<file path="src/rtl/bf16_add_out.sv">
// rtl/bf16_add_out.sv - bf16 adder output stage: special-case select, 2-entry skid buffer, sticky flags
// Optional macro BF16_ADD_OUT_FLAGS_EN compiles in the sticky flag registers.
module bf16_add_out #(
    localparam int E = 8,
    localparam int M = 7
) (
    input  logic         clk,
    input  logic         rst,
    input  logic         in_valid_i,
    output logic         in_ready_o,
    input  logic         sa_i,
    input  logic [E-1:0] ea_i,
    input  logic [M-1:0] ma_i,
    input  logic         sb_i,
    input  logic [E-1:0] eb_i,
    input  logic [M-1:0] mb_i,
    input  logic         sr_i,
    input  logic [E-1:0] er_i,
    input  logic [M-1:0] mr_i,
    output logic         out_valid_o,
    input  logic         out_ready_i,
    output logic         s_o,
    output logic [E-1:0] e_o,
    output logic [M-1:0] m_o,
    input  logic         clr_flags_i,
    output logic         flag_nv_o,
    output logic         flag_of_o,
    output logic         flag_uf_o
);
    localparam int W = 1 + E + M;
    localparam logic [E-1:0] EMAX = '1;
    localparam logic [W-1:0] QNAN = {1'b0, EMAX, 1'b1, {(M-1){1'b0}}};

    logic         w_a_nan, w_a_inf, w_a_zero;
    logic         w_b_nan, w_b_inf, w_b_zero;
    logic [W-1:0] w_sel;
    logic         w_nv, w_of, w_uf;
    logic         w_accept, w_consume;

    logic         r_main_valid, r_skid_valid;
    logic [W-1:0] r_main, r_skid;

    assign w_a_nan  = (ea_i == EMAX) && (ma_i != '0);
    assign w_a_inf  = (ea_i == EMAX) && (ma_i == '0);
    assign w_a_zero = (ea_i == '0);
    assign w_b_nan  = (eb_i == EMAX) && (mb_i != '0);
    assign w_b_inf  = (eb_i == EMAX) && (mb_i == '0);
    assign w_b_zero = (eb_i == '0);

    always_comb begin
        w_sel = {sr_i, er_i, mr_i};
        w_nv  = 1'b0;
        w_of  = 1'b0;
        w_uf  = 1'b0;
        if (w_a_nan || w_b_nan || (w_a_inf && w_b_inf && (sa_i != sb_i))) begin
            w_sel = QNAN;
            w_nv  = 1'b1;
        end else if (w_a_inf) begin
            w_sel = {sa_i, ea_i, ma_i};
        end else if (w_b_inf) begin
            w_sel = {sb_i, eb_i, mb_i};
        end else if (w_a_zero && w_b_zero) begin
            w_sel = {sa_i & sb_i, {(E+M){1'b0}}};
        end else if (w_a_zero) begin
            w_sel = {sb_i, eb_i, mb_i};
        end else if (w_b_zero) begin
            w_sel = {sa_i, ea_i, ma_i};
        end else if (er_i == EMAX) begin
            w_sel = {sr_i, EMAX, {M{1'b0}}};
            w_of  = 1'b1;
        end else if (er_i == '0) begin
            // exact cancellation gives +0 silently; a tiny nonzero result is flushed
            w_sel = (mr_i == '0) ? '0 : {sr_i, {(E+M){1'b0}}};
            w_uf  = (mr_i != '0);
        end
    end

    assign w_accept  = in_valid_i && !r_skid_valid;
    assign w_consume = r_main_valid && out_ready_i;

    always_ff @(posedge clk) begin
        if (rst) begin
            r_main_valid <= 1'b0;
            r_skid_valid <= 1'b0;
            r_main       <= '0;
            r_skid       <= '0;
        end else if (w_accept) begin
            if (!r_main_valid || w_consume) begin
                r_main       <= w_sel;
                r_main_valid <= 1'b1;
            end else begin
                r_skid       <= w_sel;
                r_skid_valid <= 1'b1;
            end
        end else if (w_consume) begin
            if (r_skid_valid) begin
                r_main       <= r_skid;
                r_skid_valid <= 1'b0;
            end else begin
                r_main_valid <= 1'b0;
            end
        end
    end

    assign in_ready_o          = !r_skid_valid;
    assign out_valid_o         = r_main_valid;
    assign {s_o, e_o, m_o}     = r_main;

`ifdef BF16_ADD_OUT_FLAGS_EN
    logic r_flag_nv, r_flag_of, r_flag_uf;

    always_ff @(posedge clk) begin
        if (rst || clr_flags_i) begin
            r_flag_nv <= 1'b0;
            r_flag_of <= 1'b0;
            r_flag_uf <= 1'b0;
        end else if (w_accept) begin
            r_flag_nv <= r_flag_nv | w_nv;
            r_flag_of <= r_flag_of | w_of;
            r_flag_uf <= r_flag_uf | w_uf;
        end
    end

    assign flag_nv_o = r_flag_nv;
    assign flag_of_o = r_flag_of;
    assign flag_uf_o = r_flag_uf;
`else
    logic w_unused_flags;
    assign w_unused_flags = ^{clr_flags_i, w_nv, w_of, w_uf};
    assign flag_nv_o = 1'b0;
    assign flag_of_o = 1'b0;
    assign flag_uf_o = 1'b0;
`endif
endmodule

</file>
<file path="config.mk">
export PLATFORM = sky130hd
export DESIGN_NAME = bf16_add_out
export DESIGN_NICKNAME = d
export VERILOG_FILES = /design/src/rtl/bf16_add_out.sv
export SDC_FILE = /design/constraint.sdc
export NUM_CORES = 1
export LEC_CHECK = 0
export CAP_MARGIN = 40
export CORE_AREA = 2 2 76 78
export CTS_BUF_LIST = sky130_fd_sc_hd__clkbuf_2 sky130_fd_sc_hd__clkbuf_4 sky130_fd_sc_hd__clkbuf_8
export DETAILED_ROUTE_END_ITERATION = 7
export DIE_AREA = 0 0 78 80
export PLACE_DENSITY = 0.85
export SLEW_MARGIN = 40
export SYNTH_ARGS = -nofsm -noshare
export SYNTH_HDL_FRONTEND = slang
export SYNTH_SLANG_ARGS = --single-unit
</file>
<file path="constraint.sdc">
create_clock -name clk -period 1.8 [get_ports clk]
set_input_delay 0.18 -clock clk [delete_from_list [all_inputs] [get_ports clk]]
set_output_delay 0.18 -clock clk [all_outputs]
set_load 0.03 [all_outputs]
</file>
Word level (Yosys, flattened, before mapping)
Cells that the tools add are included.
W data, S select, Z words.
{"block": "classes", "eq_ne": 7, "n_mux": 20, "n_bitwise": 2, "reduce_logical": 28}
{"cell": "$mux W16", "count": 13}
{"cell": "$eq A8 B8 Y1 const B", "count": 3}
{"cell": "$logic_not A8 Y1", "count": 3}
{"cell": "$logic_not A7 Y1", "count": 3}
{"cell": "$reduce_bool A7 Y1", "count": 2}
{"cell": "$logic_and A1 B1 Y1", "count": 9}
{"cell": "$mux W1", "count": 7}
{"cell": "$reduce_and A3 Y1", "count": 2}
{"cell": "$ne A2 B2 Y1 const B", "count": 2}
{"cell": "$reduce_and A2 Y1", "count": 2}
{"cell": "$reduce_bool A2 Y1", "count": 2}
{"cell": "$logic_or A1 B1 Y1", "count": 3}
{"cell": "$logic_not A1 Y1", "count": 2}
{"cell": "$ne A2 B1 Y1 const B", "count": 1}
{"cell": "$and A1 B1 Y1", "count": 1}
{"cell": "$ne A1 B1 Y1", "count": 1}
{"cell": "$not A1 Y1", "count": 1}
{"block": "word_totals", "regBits": 34, "inputBits": 53, "output_inout_bits": 21, "word_cells": 61}

Longest topological paths before layout
Gate-level depths: netlist (run 1).
{"block": "depth", "word_depth": 12, "depth_mapped": 7}

Worst setup path after synthesis (run 1)
OpenSTA, ideal clock, no wires.
{"block": "synth_timing", "path_type": "in2reg", "from": "input ea_i[0]", "to": "register r_main[13]", "setup_time_ns": 0.117, "arrival_ns": 1.832, "required_time_ns": 1.683, "setup_slack_ns": -0.150, "cell_stages": 6, "n_path_buf": 1, "cell_sequence": "or4_1 nor2_1 nor2_1 clkbuf_1 a211o_1 a32o_1"}
{"block": "synth_between", "elab_chain_cells": 8}
{"item": "from (decl)", "line": "12", "source": "input logic [E-1:0] ea_i,"}
{"item": "$logic_not A8 Y1 or $eq A8 B8 Y1 (tied branches)", "line": "45, 43, 44"}
{"item": "$mux W16 (tied with other cells)", "line": "64", "source": "end else if (w_a_zero) begin"}
{"item": "$mux W16 or $logic_and A1 B1 Y1 (tied branches)", "line": "62, 55"}
{"item": "$mux W16 or $logic_and A1 B1 Y1 (tied branches)", "line": "60, 55"}
{"item": "$mux W16 or $logic_or A1 B1 Y1 (tied branches)", "line": "58, 55"}
{"item": "$mux W16 (*)", "line": "55", "source": "if (w_a_nan || w_b_nan || (w_a_inf && w_b_inf && (sa_i != sb_i))) begin"}
{"item": "$mux W16 (*)", "line": "88", "source": "if (!r_main_valid || w_consume) begin"}
{"item": "$mux W16 (*)", "line": "87", "source": "end else if (w_accept) begin"}
{"item": "to (signal assigned)", "line": "89", "source": "r_main <= w_sel;"}
{"item": "to (signal assigned)", "line": "97", "source": "r_main <= r_skid;"}
{"item": "to (decl)", "line": "41", "source": "logic [W-1:0] r_main, r_skid;"}
Every way passes the cells marked *; elsewhere a longest branch is shown, timed or not. The select of a mux whose other input is x is not followed.
A chain may end at the register's enable or synchronous reset.

Worst setup path after layout (run 1)
{"block": "layout_timing", "from": "input er_i[6]", "to": "register r_skid[15]"}
{"block": "layout_between", "elab_chain_cells": 9}
{"item": "from (decl)", "line": "18", "source": "input logic [E-1:0] er_i,"}
{"item": "$logic_not A8 Y1", "line": "71", "source": "end else if (er_i == '0) begin"}
{"item": "$mux W16", "line": "71"}
{"item": "$mux W16 (*)", "line": "68", "source": "end else if (er_i == EMAX) begin"}
{"item": "$mux W16 (*)", "line": "66", "source": "end else if (w_b_zero) begin"}
{"item": "$mux W16 (*)", "line": "64"}
{"item": "$mux W16 (*)", "line": "62", "source": "end else if (w_a_zero && w_b_zero) begin"}
{"item": "$mux W16 (*)", "line": "60", "source": "end else if (w_b_inf) begin"}
{"item": "$mux W16 (*)", "line": "58", "source": "end else if (w_a_inf) begin"}
{"item": "$mux W16 (*)", "line": "55"}
{"item": "to (signal assigned)", "line": "92", "source": "r_skid <= w_sel;"}
{"item": "to (decl)", "line": "41"}
Every way passes the cells marked *; elsewhere a longest branch is shown, timed or not.

==> summary.md, run 1 <==
| Metric | Value |
|---|---|
| Register area share after synthesis | `31.55%` |
| Wire per inst | `19.46 µm` |
| Max Clock Skew | `7.708 ps` |
| Drt via density | `6.428` |
| Net Sw Frac | `31.23%` |
| CP endpoint kind | `register` |
| Setup tns final | `-318.3 ps` |
| Hold slack | `320.9 ps` |
| Clock-pin slew on the worst setup and hold paths | `70 ps` |
| Max H-tree Level | `2` |
| CP Launch Type | `primary input` |
| Fillers | `395` |
| Simple-gate share of the synthesized area | `27.61%` |
| Area of the core | `5405 µm²` |
| I/O Buffers | `69` |
| Max Slew Vio Count | `0` |
| Max_cap viols | `0` |
| Worst Path Required | `1970 ps` |
| Router iterations before antenna repair | `4` |
| Top Ports | `74` |
| Clk_lat worst skew | `290 ps` |
| Combinational Power Share | `31.0%` |
| Critical path type | `primary input to register` |
| Syn Inst Count | `273` |
| Pint | `1.416 mW` |
| Largest family of logic cells by synthesized area | `compound AO/OA/AOI/OAI gates` |
| Warnings, synthesis | `0` |
| Root buf cell | `clkbuf_8` |
| Largest net degree at the start of global routing | `26` |
| Initial antenna violation count | `0` |
| Crit path max fanout | `2` |
| Post-route antenna net violation count | `0` |
| CTS tree | `built` |
| Max Clock Freq | `0.5328 GHz` |
| First DRT Iteration DRCs | `433` |
| Area post-placement | `3482 µm²` |
| Non-Filler Instances | `493` |
| VDD IR max | `0.4811 mV` |
| First-pass GRT wire length | `14500 µm` |
| Highest-count cells in the layout ignoring fill and taps | `buf_4, clkdlybuf4s50_1, dfxtp_1` |
| Routability Congestion | `0.9016` |
| Post-synthesis compound-gate area fraction | `33.58%` |
| Post-CTS Hold Buffers | `0` |
| Critical path arrival | `2050 ps` |
| Layout Utilization | `71.44%` |
| PD cells | `533.1 nW/µm²` |
| Status | `finished with violations` |
| Unrepaired setup endpoints after global routing | `true` |
| Post-synth EDFFs | `0` |
| Share of layout cells above drive strength 1 | `34.20%` |
| Die area | `6240 µm²` |
| Clock Power Share | `29.0%` |
| CTS Sinks | `34` |
| Main synth FF type | `dfxtp_1` |
| WL final | `9594 µm` |
| Final-report setup violation count | `13` |
| Yosys cell types | `48` |
| Min Tclk post-route | `1877 ps` |
| Die H | `80 µm` |
| Mapped Avg Cell Area | `7.901 µm²` |
| Pre-CTS setup slack | `-719.6 ps` |
| Gr ovfl total | `0` |
| Failing checks | `setup timing` |
| Sw Pwr | `0.6429 mW` |
| Num rows | `27` |
| Most common cell after layout, fill and taps aside | `buf_4` |
| Tcrit/Tclk final | `104.3%` |
| Asr flop ratio synth | `0%` |
| CTS Buffer Depth | `2` |
| Xor and xnor area share after synthesis | `0%` |
| Gr usage total | `29.27%` |
| DRC Markers | `0` |
| Vias in the first global route | `3057` |
| Post-Layout Inst Area | `3861 µm²` |
| Pleak | `1.570 nW` |
| Hpwl dp | `6401 µm` |
| Placed instance count | `474` |
| Num CTS Buffers | `5` |
| Hold crit path type | `primary input to register` |
| Starting density of the core | `39.91%` |
| Register share of total power | `40.0%` |
| Post-Synth Adder-Cell Area | `0.5800%` |
| Netlist Area Pre-Place | `2157 µm²` |
| DIE WIDTH | `78 µm` |
| Via count | `3169` |
| Layout area overhead | `79.00%` |
| Total design power | `2.058 mW` |
| Ant diodes | `0` |
| Mux cell area share after synthesis | `1.566%` |
| Nets | `474` |
| Setup ws final | `-76.94 ps` |
| Final Hold Violating Endpoints | `0` |
| Yosys reg bits | `34` |
==> sequential cells by signal, summed over array words and instances (netlist names) <==
register and cells:
r_main 16, r_skid 16, out_valid_o 1, r_skid_valid 1
==> path summary, 6_finish.rpt <==
check | startpoint | end | slack, ps | cells past startpoint
min | mb_i[3] | r_skid[3] | 320 | 3
max | er_i[6] | r_skid[15] | -80 | 6
max reg2reg | r_skid_valid | r_main[11] | 80 | 6
min reg2reg | r_main[4] | r_main[4] | 470 | 2
==> cells in the mapped netlist, drive strengths merged (8+ instances only) <==
master  number  area [µm²]
a21oi       16       80.08
clkbuf      15       56.30
dfxtp       34       680.7
nand2       23       88.84
nand3       14       70.07
nand4       13       81.33
nor2        13       51.30
o211ai      10       75.07
o21ai       30       150.1
or4          8       67.56
==> layer usage <==
layer	part of all wire [%]	routed length, µm	GRT usage (%)
met4	6.8	656	14.91
met1	36	3418	32.48
met2	49	4732	53.88
met5	0	0	0
met3	8.2	785	4.638
==> power by group through the flow <==
stage          Sequential (mW)  Clock [mW]  Combinational (mW)
4_1_cts                  0.822       0.592               0.602
2_1_floorplan            0.891           0               0.191
3_3_place_gp             0.837           0               0.579
3_5_place_dp             0.839           0               0.594
6_report                 0.824       0.597               0.637
5_1_grt                  0.828       0.629               0.673
==> worst max-delay path, stage by stage <==
cell and delay (ps):
clkdlybuf4s50_1 470, or4_4 560, nor2_4 150, a311oi_2 130
a211oi_2 430, o32ai_1 130
==> cell type report <==
type / instances / area (µm²) / area share [%]
multi-input combinational: 219 / 1615 / 41.83
timing repair buffer: 157 / 1368 / 35.42
sequential: 34 / 681.9 / 17.66
tap: 72 / 90.09 / 2.333
clock buffer: 6 / 82.58 / 2.139
clock inverter: 2 / 12.51 / 0.3240
inverter: 3 / 11.26 / 0.2916
==> cell families (layout without fill, tap and decap cells) <==
family	count (synthesis)	after routing
AOI/OAI and AO/OA	109	109
adders and majority gates	1	1
buffers and inverters	23	168
DFF	34	34
muxes	3	3
other	1	3
and+or+nand+nor	102	103
==> timing repair <==
| item | CTS | global route |
|---|---|---|
| resized for setup | 61 | 32 |
| cloned | 1 | 0 |
| setup buffers | 6 | 4 |
| pin swaps | 32 | 32 |
| setup endpoints to repair | 32 | 27 |
Note: power is estimated with default switching activity, not from simulation.
==> run 2, diff against run 1 <==
--- a/config.mk
+++ b/config.mk
@@ -8,8 +8,10 @@
 export CAP_MARGIN = 40
 export CORE_AREA = 2 2 76 78
 export CTS_BUF_LIST = sky130_fd_sc_hd__clkbuf_2 sky130_fd_sc_hd__clkbuf_4 sky130_fd_sc_hd__clkbuf_8
+export CTS_CLUSTER_SIZE = 16
 export DETAILED_ROUTE_END_ITERATION = 7
 export DIE_AREA = 0 0 78 80
+export HOLD_SLACK_MARGIN = 0.15
 export PLACE_DENSITY = 0.85
 export SLEW_MARGIN = 40
 export SYNTH_ARGS = -nofsm -noshare
==> results of run 2 <==
Final layout, timing and power as in run 1 (identical DEF).
